**src/rtl/pe_fp_pkg.sv**
```systemverilog
`default_nettype none
// ============================================================================
// Module      : pe_fp_pkg
// Description : Shared floating-point format definitions for the PE
//               accumulate path (alignment front end and normalize back end).
// Revision    : 1.0 - initial release
// ============================================================================
package pe_fp_pkg;

  // Default packed-result geometry
  localparam int PE_EXP_W  = 8;
  localparam int PE_FRAC_W = 7;

  // Special exponent encodings
  localparam logic [PE_EXP_W-1:0] PE_EXP_ZERO = '0;
  localparam logic [PE_EXP_W-1:0] PE_EXP_ONES = '1;

  // Packed floating-point result {sign, biased exponent, stored fraction}
  typedef struct packed {
    logic                 sign;
    logic [PE_EXP_W-1:0]  exp;
    logic [PE_FRAC_W-1:0] frac;
  } fp_res_t;

endpackage : pe_fp_pkg
`default_nettype wire

```
**src/rtl/lead_one_detect.sv**
```systemverilog
`default_nettype none
// ============================================================================
// Module      : lead_one_detect
// Description : Combinational leading-one detector. Returns the bit index of
//               the most significant set bit and a flag for an all-zero input.
// Revision    : 1.0 - initial release
// ============================================================================
module lead_one_detect #(
  parameter int W = 24
) (
  input  logic [W-1:0]         vec_i,
  output logic [$clog2(W)-1:0] pos_o,
  output logic                 zero_o
);

  localparam int P_W = $clog2(W);

  // Scan upward so the highest set bit is the last one to write the position
  always_comb begin
    pos_o  = '0;
    zero_o = ~|vec_i;
    for (int i = 0; i < W; i++) begin
      if (vec_i[i]) begin
        pos_o = P_W'(i);
      end
    end
  end

endmodule : lead_one_detect
`default_nettype wire

```
**src/rtl/acc_normalize_pipe.sv**
```systemverilog
`default_nettype none
// ============================================================================
// Module      : acc_normalize_pipe
// Description : Converts a signed fixed-point accumulator sum plus the shared
//               exponent back into a packed floating-point result.
//               S1: sign / magnitude, S2: leading-one normalize with guard and
//               sticky, S3: round-to-nearest-even, exponent adjust, saturate
//               to infinity or flush to signed zero.
//               Optional macro ACC_NORM_FLAGS_EN adds sticky status flags
//               {overflow, underflow, inexact} with a clear input.
// Revision    : 1.0 - initial release
// ============================================================================
module acc_normalize_pipe
  import pe_fp_pkg::*;
#(
  parameter int EXP_W  = PE_EXP_W,
  parameter int FRAC_W = PE_FRAC_W,
  parameter int SUM_W  = 24
) (
  input  logic              clk,
  input  logic              rst_n,
  input  logic              in_valid,
  output logic              in_ready,
  input  logic [SUM_W-1:0]  acc_sum,
  input  logic [EXP_W-1:0]  exp_in,
  output logic              out_valid,
  input  logic              out_ready,
  output logic              out_sign,
  output logic [EXP_W-1:0]  out_exp,
  output logic [FRAC_W-1:0] out_frac
`ifdef ACC_NORM_FLAGS_EN
  ,
  input  logic              flag_clr,
  output logic [2:0]        flags
`endif
);

  localparam int P_W = $clog2(SUM_W);
  localparam int E_W = EXP_W + 2;
  localparam logic signed [E_W-1:0] E_ZERO = '0;
  localparam logic signed [E_W-1:0] E_SAT  = E_W'((1 << EXP_W) - 1);

  // --------------------------------------------------------------------------
  // Handshake chain: each stage may load when empty or when it is draining
  // --------------------------------------------------------------------------
  logic s1_valid_q, s2_valid_q, out_valid_q;
  logic s3_ready, s2_ready, s1_advance, s2_advance, s1_load;

  assign s3_ready   = !out_valid_q | out_ready;
  assign s2_ready   = !s2_valid_q | s3_ready;
  assign s1_advance = s1_valid_q & s2_ready;
  assign s2_advance = s2_valid_q & s3_ready;
  assign in_ready   = !s1_valid_q | s1_advance;
  assign s1_load    = in_valid & in_ready;

  // --------------------------------------------------------------------------
  // S1: split into sign and unsigned magnitude
  // --------------------------------------------------------------------------
  logic             s1_sign_q, s1_sign_d;
  logic [SUM_W-1:0] s1_mag_q,  s1_mag_d;
  logic [EXP_W-1:0] s1_exp_q;

  // Unsigned negation keeps the most negative sum representable as 2^(SUM_W-1)
  always_comb begin
    s1_sign_d = acc_sum[SUM_W-1];
    s1_mag_d  = s1_sign_d ? (-acc_sum) : acc_sum;
  end

  // S1 register: valid follows the input whenever the stage can accept
  always_ff @(posedge clk or negedge rst_n) begin
    if (!rst_n) begin
      s1_valid_q <= 1'b0;
      s1_sign_q  <= 1'b0;
      s1_mag_q   <= '0;
      s1_exp_q   <= '0;
    end else begin
      if (in_ready) begin
        s1_valid_q <= in_valid;
      end
      if (s1_load) begin
        s1_sign_q <= s1_sign_d;
        s1_mag_q  <= s1_mag_d;
        s1_exp_q  <= exp_in;
      end
    end
  end

  // --------------------------------------------------------------------------
  // S2: leading-one detect and normalize
  // --------------------------------------------------------------------------
  logic [P_W-1:0]    lod_pos;
  logic              lod_zero;
  logic [P_W-1:0]    shamt;
  logic [SUM_W-2:0]  norm;

  logic              s2_sign_q, s2_zero_q, s2_guard_q, s2_sticky_q;
  logic [FRAC_W-1:0] s2_frac_q, s2_frac_d;
  logic              s2_guard_d, s2_sticky_d;
  logic signed [E_W-1:0] s2_e_pre_q, s2_e_pre_d;

  lead_one_detect #(
    .W (SUM_W)
  ) u_lod (
    .vec_i  (s1_mag_q),
    .pos_o  (lod_pos),
    .zero_o (lod_zero)
  );

  // Left-justify so the leading one drops off the top; the rest lines up as
  // fraction, guard and sticky whether the value was shifted left or right
  always_comb begin
    shamt       = P_W'(SUM_W - 1) - lod_pos;
    norm        = s1_mag_q[SUM_W-2:0] << shamt;
    s2_frac_d   = norm[SUM_W-2 -: FRAC_W];
    s2_guard_d  = norm[SUM_W-2-FRAC_W];
    s2_sticky_d = |norm[SUM_W-3-FRAC_W:0];
    s2_e_pre_d  = $signed({2'b00, s1_exp_q}) + $signed(E_W'(lod_pos))
                - $signed(E_W'(FRAC_W));
  end

  // S2 register
  always_ff @(posedge clk or negedge rst_n) begin
    if (!rst_n) begin
      s2_valid_q  <= 1'b0;
      s2_sign_q   <= 1'b0;
      s2_zero_q   <= 1'b0;
      s2_frac_q   <= '0;
      s2_guard_q  <= 1'b0;
      s2_sticky_q <= 1'b0;
      s2_e_pre_q  <= '0;
    end else begin
      if (s2_ready) begin
        s2_valid_q <= s1_valid_q;
      end
      if (s1_advance) begin
        s2_sign_q   <= s1_sign_q;
        s2_zero_q   <= lod_zero;
        s2_frac_q   <= s2_frac_d;
        s2_guard_q  <= s2_guard_d;
        s2_sticky_q <= s2_sticky_d;
        s2_e_pre_q  <= s2_e_pre_d;
      end
    end
  end

  // --------------------------------------------------------------------------
  // S3: round, adjust exponent, pack with saturate / flush
  // --------------------------------------------------------------------------
  logic                  round_up;
  logic [FRAC_W:0]       frac_inc;
  logic signed [E_W-1:0] e_fin;
  logic                  is_ovf, is_unf;

  logic              out_sign_q, out_sign_d;
  logic [EXP_W-1:0]  out_exp_q,  out_exp_d;
  logic [FRAC_W-1:0] out_frac_q, out_frac_d;

  // A carry out of the fraction leaves it at zero and bumps the exponent
  always_comb begin
    round_up = s2_guard_q & (s2_sticky_q | s2_frac_q[0]);
    frac_inc = {1'b0, s2_frac_q} + {{FRAC_W{1'b0}}, round_up};
    e_fin    = s2_e_pre_q + $signed({{(E_W-1){1'b0}}, frac_inc[FRAC_W]});
    is_ovf   = !s2_zero_q && (e_fin >= E_SAT);
    is_unf   = !s2_zero_q && (e_fin <= E_ZERO);

    out_sign_d = s2_sign_q;
    out_exp_d  = e_fin[EXP_W-1:0];
    out_frac_d = frac_inc[FRAC_W-1:0];
    if (s2_zero_q) begin
      out_sign_d = 1'b0;
      out_exp_d  = '0;
      out_frac_d = '0;
    end else if (is_unf) begin
      out_exp_d  = '0;
      out_frac_d = '0;
    end else if (is_ovf) begin
      out_exp_d  = '1;
      out_frac_d = '0;
    end
  end

  // Output register holds while the consumer stalls
  always_ff @(posedge clk or negedge rst_n) begin
    if (!rst_n) begin
      out_valid_q <= 1'b0;
      out_sign_q  <= 1'b0;
      out_exp_q   <= '0;
      out_frac_q  <= '0;
    end else begin
      if (s3_ready) begin
        out_valid_q <= s2_valid_q;
      end
      if (s2_advance) begin
        out_sign_q <= out_sign_d;
        out_exp_q  <= out_exp_d;
        out_frac_q <= out_frac_d;
      end
    end
  end

  assign out_valid = out_valid_q;
  assign out_sign  = out_sign_q;
  assign out_exp   = out_exp_q;
  assign out_frac  = out_frac_q;

`ifdef ACC_NORM_FLAGS_EN
  // --------------------------------------------------------------------------
  // Sticky status flags {overflow, underflow, inexact}
  // --------------------------------------------------------------------------
  logic [2:0] beat_flags_q;
  logic [2:0] flags_q, flags_d;

  // Per-beat status travels with the result in the output stage
  always_ff @(posedge clk or negedge rst_n) begin
    if (!rst_n) begin
      beat_flags_q <= '0;
    end else if (s2_advance) begin
      beat_flags_q <= {is_ovf, is_unf, s2_guard_q | s2_sticky_q};
    end
  end

  // Clear first, then OR in the transferring beat so a coincident set wins
  always_comb begin
    flags_d = flag_clr ? 3'b000 : flags_q;
    if (out_valid_q && out_ready) begin
      flags_d = flags_d | beat_flags_q;
    end
  end

  // Flag register
  always_ff @(posedge clk or negedge rst_n) begin
    if (!rst_n) begin
      flags_q <= '0;
    end else begin
      flags_q <= flags_d;
    end
  end

  assign flags = flags_q;
`else
  // Status flag tracking is compiled out; the datapath is unchanged.
`endif

endmodule : acc_normalize_pipe
`default_nettype wire

```
**config.mk**
```make
export PLATFORM = sky130hd
export DESIGN_NAME = acc_normalize_pipe
export DESIGN_NICKNAME = d
export VERILOG_FILES = /design/src/rtl/pe_fp_pkg.sv /design/src/rtl/lead_one_detect.sv /design/src/rtl/acc_normalize_pipe.sv
export SDC_FILE = /design/constraint.sdc
export NUM_CORES = 1
export LEC_CHECK = 0
export CELL_PAD_IN_SITES_DETAIL_PLACEMENT = 1
export CELL_PAD_IN_SITES_GLOBAL_PLACEMENT = 1
export CORE_ASPECT_RATIO = 0.9
export CORE_UTILIZATION = 44
export DETAILED_ROUTE_END_ITERATION = 7
export PLACE_DENSITY_LB_ADDON = 0.1
export SYNTH_ARGS = -nofsm -noshare
export SYNTH_HDL_FRONTEND = slang
export SYNTH_SLANG_ARGS = --single-unit
```
**constraint.sdc**
```tcl
create_clock -name clk -period 4.6 [get_ports clk]
set_input_delay 0.92 -clock clk [delete_from_list [all_inputs] [get_ports clk]]
set_output_delay 0.92 -clock clk [all_outputs]
set_load 0.01 [all_outputs]
```
==> flow_summary.ini <==
[timing]
tightest_slew_ns = 0.955
final_max_slew_viol_count = 0
fin_tns_setup_ns = 0
final_min_period_over_clock_period_pct = 84.6
finalCriticalPeriod_ns = 3.89
count_of_endpoints_failing_hold_in_the_final_timing_report = 0
slew_headroom_pct = 36.2
grt_setup_unrepaired = no
setup_violations = 0
max_clock_freq_mhz = 257
postLayoutSetupSlackWorst_ns = 0.710
holdWs_ns = 0.471
finClkSkew_ns = 0.00801

[detailed_routing]
wl_met1_um = 7250
route.met3.wl_um = 529
dr_wl_met2_um = 6750
firstDrtPassIters = 5
routed_wirelength_normalized_by_instance_count_um = 18.0
post-route-drc-count = 0
route.detailed.vias_per_inst = 5.75
drtAntennaViolNets = 0
topRoutingLayerUsed = met4
via_count = 4734
first_iter_violations = 229
drt-total-wl_um = 14800

[cts]
clock_tree.htree_level_count = 3
cts-root-buf = clkbuf_16
clock_tree_from_tritoncts = built
clock_path_buffers = 2
clk_pin_slew_ns = 0.06
clock_latency_ns = 0.34
holdBufCountCts = 0
cts-resized-gates = 0
numClockSinks = 73
postCtsSetupRepairBufs = 0
numCtsBuffers = 9

[critical_path]
crit-reg2reg-launch = s1_mag_q[21]
critical_path.endpoint_type = flip-flop
cp_data_arrival_time_ns = 4.07
cpPeakStageDelay_ns = 0.56
timing.critical_path.fanout_max = 8
critical-path-top-delay-family = simple AND/OR/NAND/NOR gates
cp_slowest_cell = nor2_1
critical_path_required_ns = 4.78
worstRegToRegCells = 16
path_common_cell = nor2_1
worst_path_class_setup = reg -> reg
rr_endpoint = s2_e_pre_q[8]
worstPathBufferInverterCount = 2
rrSetupSlack_ns = 0.71
critPathLaunchType = flip-flop
critical_path.cell_chain = nor4_1 > nand2_1 > nor2_1 > inv_1 > ha_1 > inv_1 > ha_1 > a21oi_1 > o21bai_1 > a21oi_1 > nor2b_1 > nor2_1 > nor2_1 > nor2_1 > xnor2_1 > o21ai_0

[final_layout]
seqCellArea_mm2 = 0.00183
multi_input_area_mm2 = 0.00315
final_cell_area_mm2 = 0.00617
antennaDiodeCount = 0
post_layout_nonfiller_instances = 823
nets = 717
final_layout_size_suffix_gt1_share_pct = 7.35
util_after_layout_pct = 53.1
n_fill_cell = 1383
area_delta_synth_final_pct = 16.2

[min_path]
min_path_type = reg -> reg
min_from = s1_sign_q
worst_hold_path.endpoint = s2_sign_q
hold_depth = 2

[synth]
flip_flop_and_latch_count_after_synthesis = 73
post_synth_most_frequent_cells = nand2_1, dfrtp_1, o21ai_0, nor2_1, mux2i_1
synth_cell_type_count = 67
synth-warning-count = 0
yosys_most_used_dff = dfrtp_1
post_synth.cell_area_avg_um2 = 8.38
sequential_element_share_of_the_synthesized_area_pct = 34.4
synth_area_mm2 = 0.00532
post-synth-top-area-fraction_pct = 34.4
synth_nets = 689
async_reset_ff_share_pct = 100
synth_edf_count = 0
synth_cells = 634
synth.area.top_cells = dfrtp_1, nand2_1, mux2i_1
post-synth-top-area-cell = dfrtp_1
most_common_cell_in_the_synthesized_netlist = nand2_1

[pwr]
power.ir.vdd_worst_mv = 0.267
pwr_density_cell_mw_per_mm2 = 498
finalPower_mw = 3.08
leakagePower_nw = 2.68

[place]
post-place-cells = 807
post_dp_cell_area_mm2 = 0.00587
total_of_buffers_placed_on_input_and_output_ports = 53
place.detailed.hpwl_um = 11000
gp_congestion = 0.898
pre_cts_ws_ns = 0.703

[global_routing]
grt_max_degree = 42
vias_in_the_first_global_route = 4815
antenna_violations_before_repair = 0
grt.total_usage_pct = 24.8
global_route.overflow_total = 0
grt_pass1_wl_um = 24800

[floorplan]
die_height_um = 106
x_dimension_of_the_die_um = 118
fp-row-count = 37
start_util_pct = 45.7
floorplan.die_area_mm2 = 0.0125
io_pins = 54
core_area_mm2 = 0.0116

[run_status]
outcome = completed

[job]
maxCapViolCount = 0
## flip-flops by register name, summed over array words and instances (netlist names)
signal and cells:
s2_e_pre_q 10, s1_exp_q 8, out_frac 7, s1_mag_q 24
s1_valid_q 1, s2_frac_q 7, out_sign 1, out_exp 8
out_valid 1, s2_sticky_q 1, s2_sign_q 1, s2_zero_q 1
s2_guard_q 1, s2_valid_q 1, s1_sign_q 1
## power by group
part / internal (mW) / switching, mW
combinational: 0.588 / 0.716
clock: 0.435 / 0.287
sequential: 0.828 / 0.223
## routing by layer
| layer | GRT usage [%] | vias up |
|---|---|---|
| li1 | - | 2287 |
| met1 | 34.9 | 2348 |
| met2 | 39.0 | 84 |
| met3 | 3.43 | 15 |
| met4 | 8.61 | 0 |
| met5 | 0 | - |
## worst min-delay path: stages, from the launching register on
cell,delay (ns)
dfrtp_1,0.34
nand2_1,0.06
nand2_1,0.05
## area by class of cell
type                       instances  share of cell area [%]
clock inverter                     6                    1.07
inverter                          29                    1.88
sequential                        73                    29.6
timing repair buffer              59                    9.44
clock buffer                      10                    3.87
tap                              156                    3.16
multi-input combinational        490                    51.0
## kinds of logic after synthesis
family | Yosys count | synth area share [%]
and+or+nand+nor | 215 | 18.4
AOI/OAI and AO/OA | 171 | 20.9
DFF | 73 | 34.4
buffers and inverters | 71 | 6.40
muxes | 45 | 8.71
xor gates and xnor gates | 40 | 6.59
adders and majority gates | 19 | 4.61
## cell usage in the layout (no fill, tap or decap), types with 4 or more instances in the layout
cell type	instances
inv_1	25
nand2_1	110
dfrtp_1	73
and3_1	4
nand2b_1	8
a21o_1	9
o211ai_1	8
clkbuf_16	9
clkdlybuf4s50_1	52
nor3_1	6
xnor2_1	13
mux2i_1	35
o21ai_0	58
o31ai_1	8
nand3_1	15
a221oi_1	4
buf_4	5
or3_1	5
ha_1	18
a31oi_1	7
nor2_1	39
nor2b_1	7
a21oi_1	29
o21a_1	4
or4_4	4
o21ai_1	9
xor2_1	27
o41ai_1	4
mux2_2	10
or4_1	4
## worst max path at each step
stage	cells after the start	to	start	slack, ns
after CTS	16	s2_e_pre_q[8]	s1_mag_q[21]	0.80
after detailed placement	8	s1_mag_q[19]	acc_sum[8]	0.70
final	16	s2_e_pre_q[8]	s1_mag_q[21]	0.71
after global routing	16	s2_e_pre_q[8]	s1_mag_q[21]	0.42
after global placement	8	s1_mag_q[21]	acc_sum[8]	0.80
after floorplan	18	s2_e_pre_q[7]	s1_mag_q[5]	1.02
No activity file was read; power rests on OpenSTA's default activity.
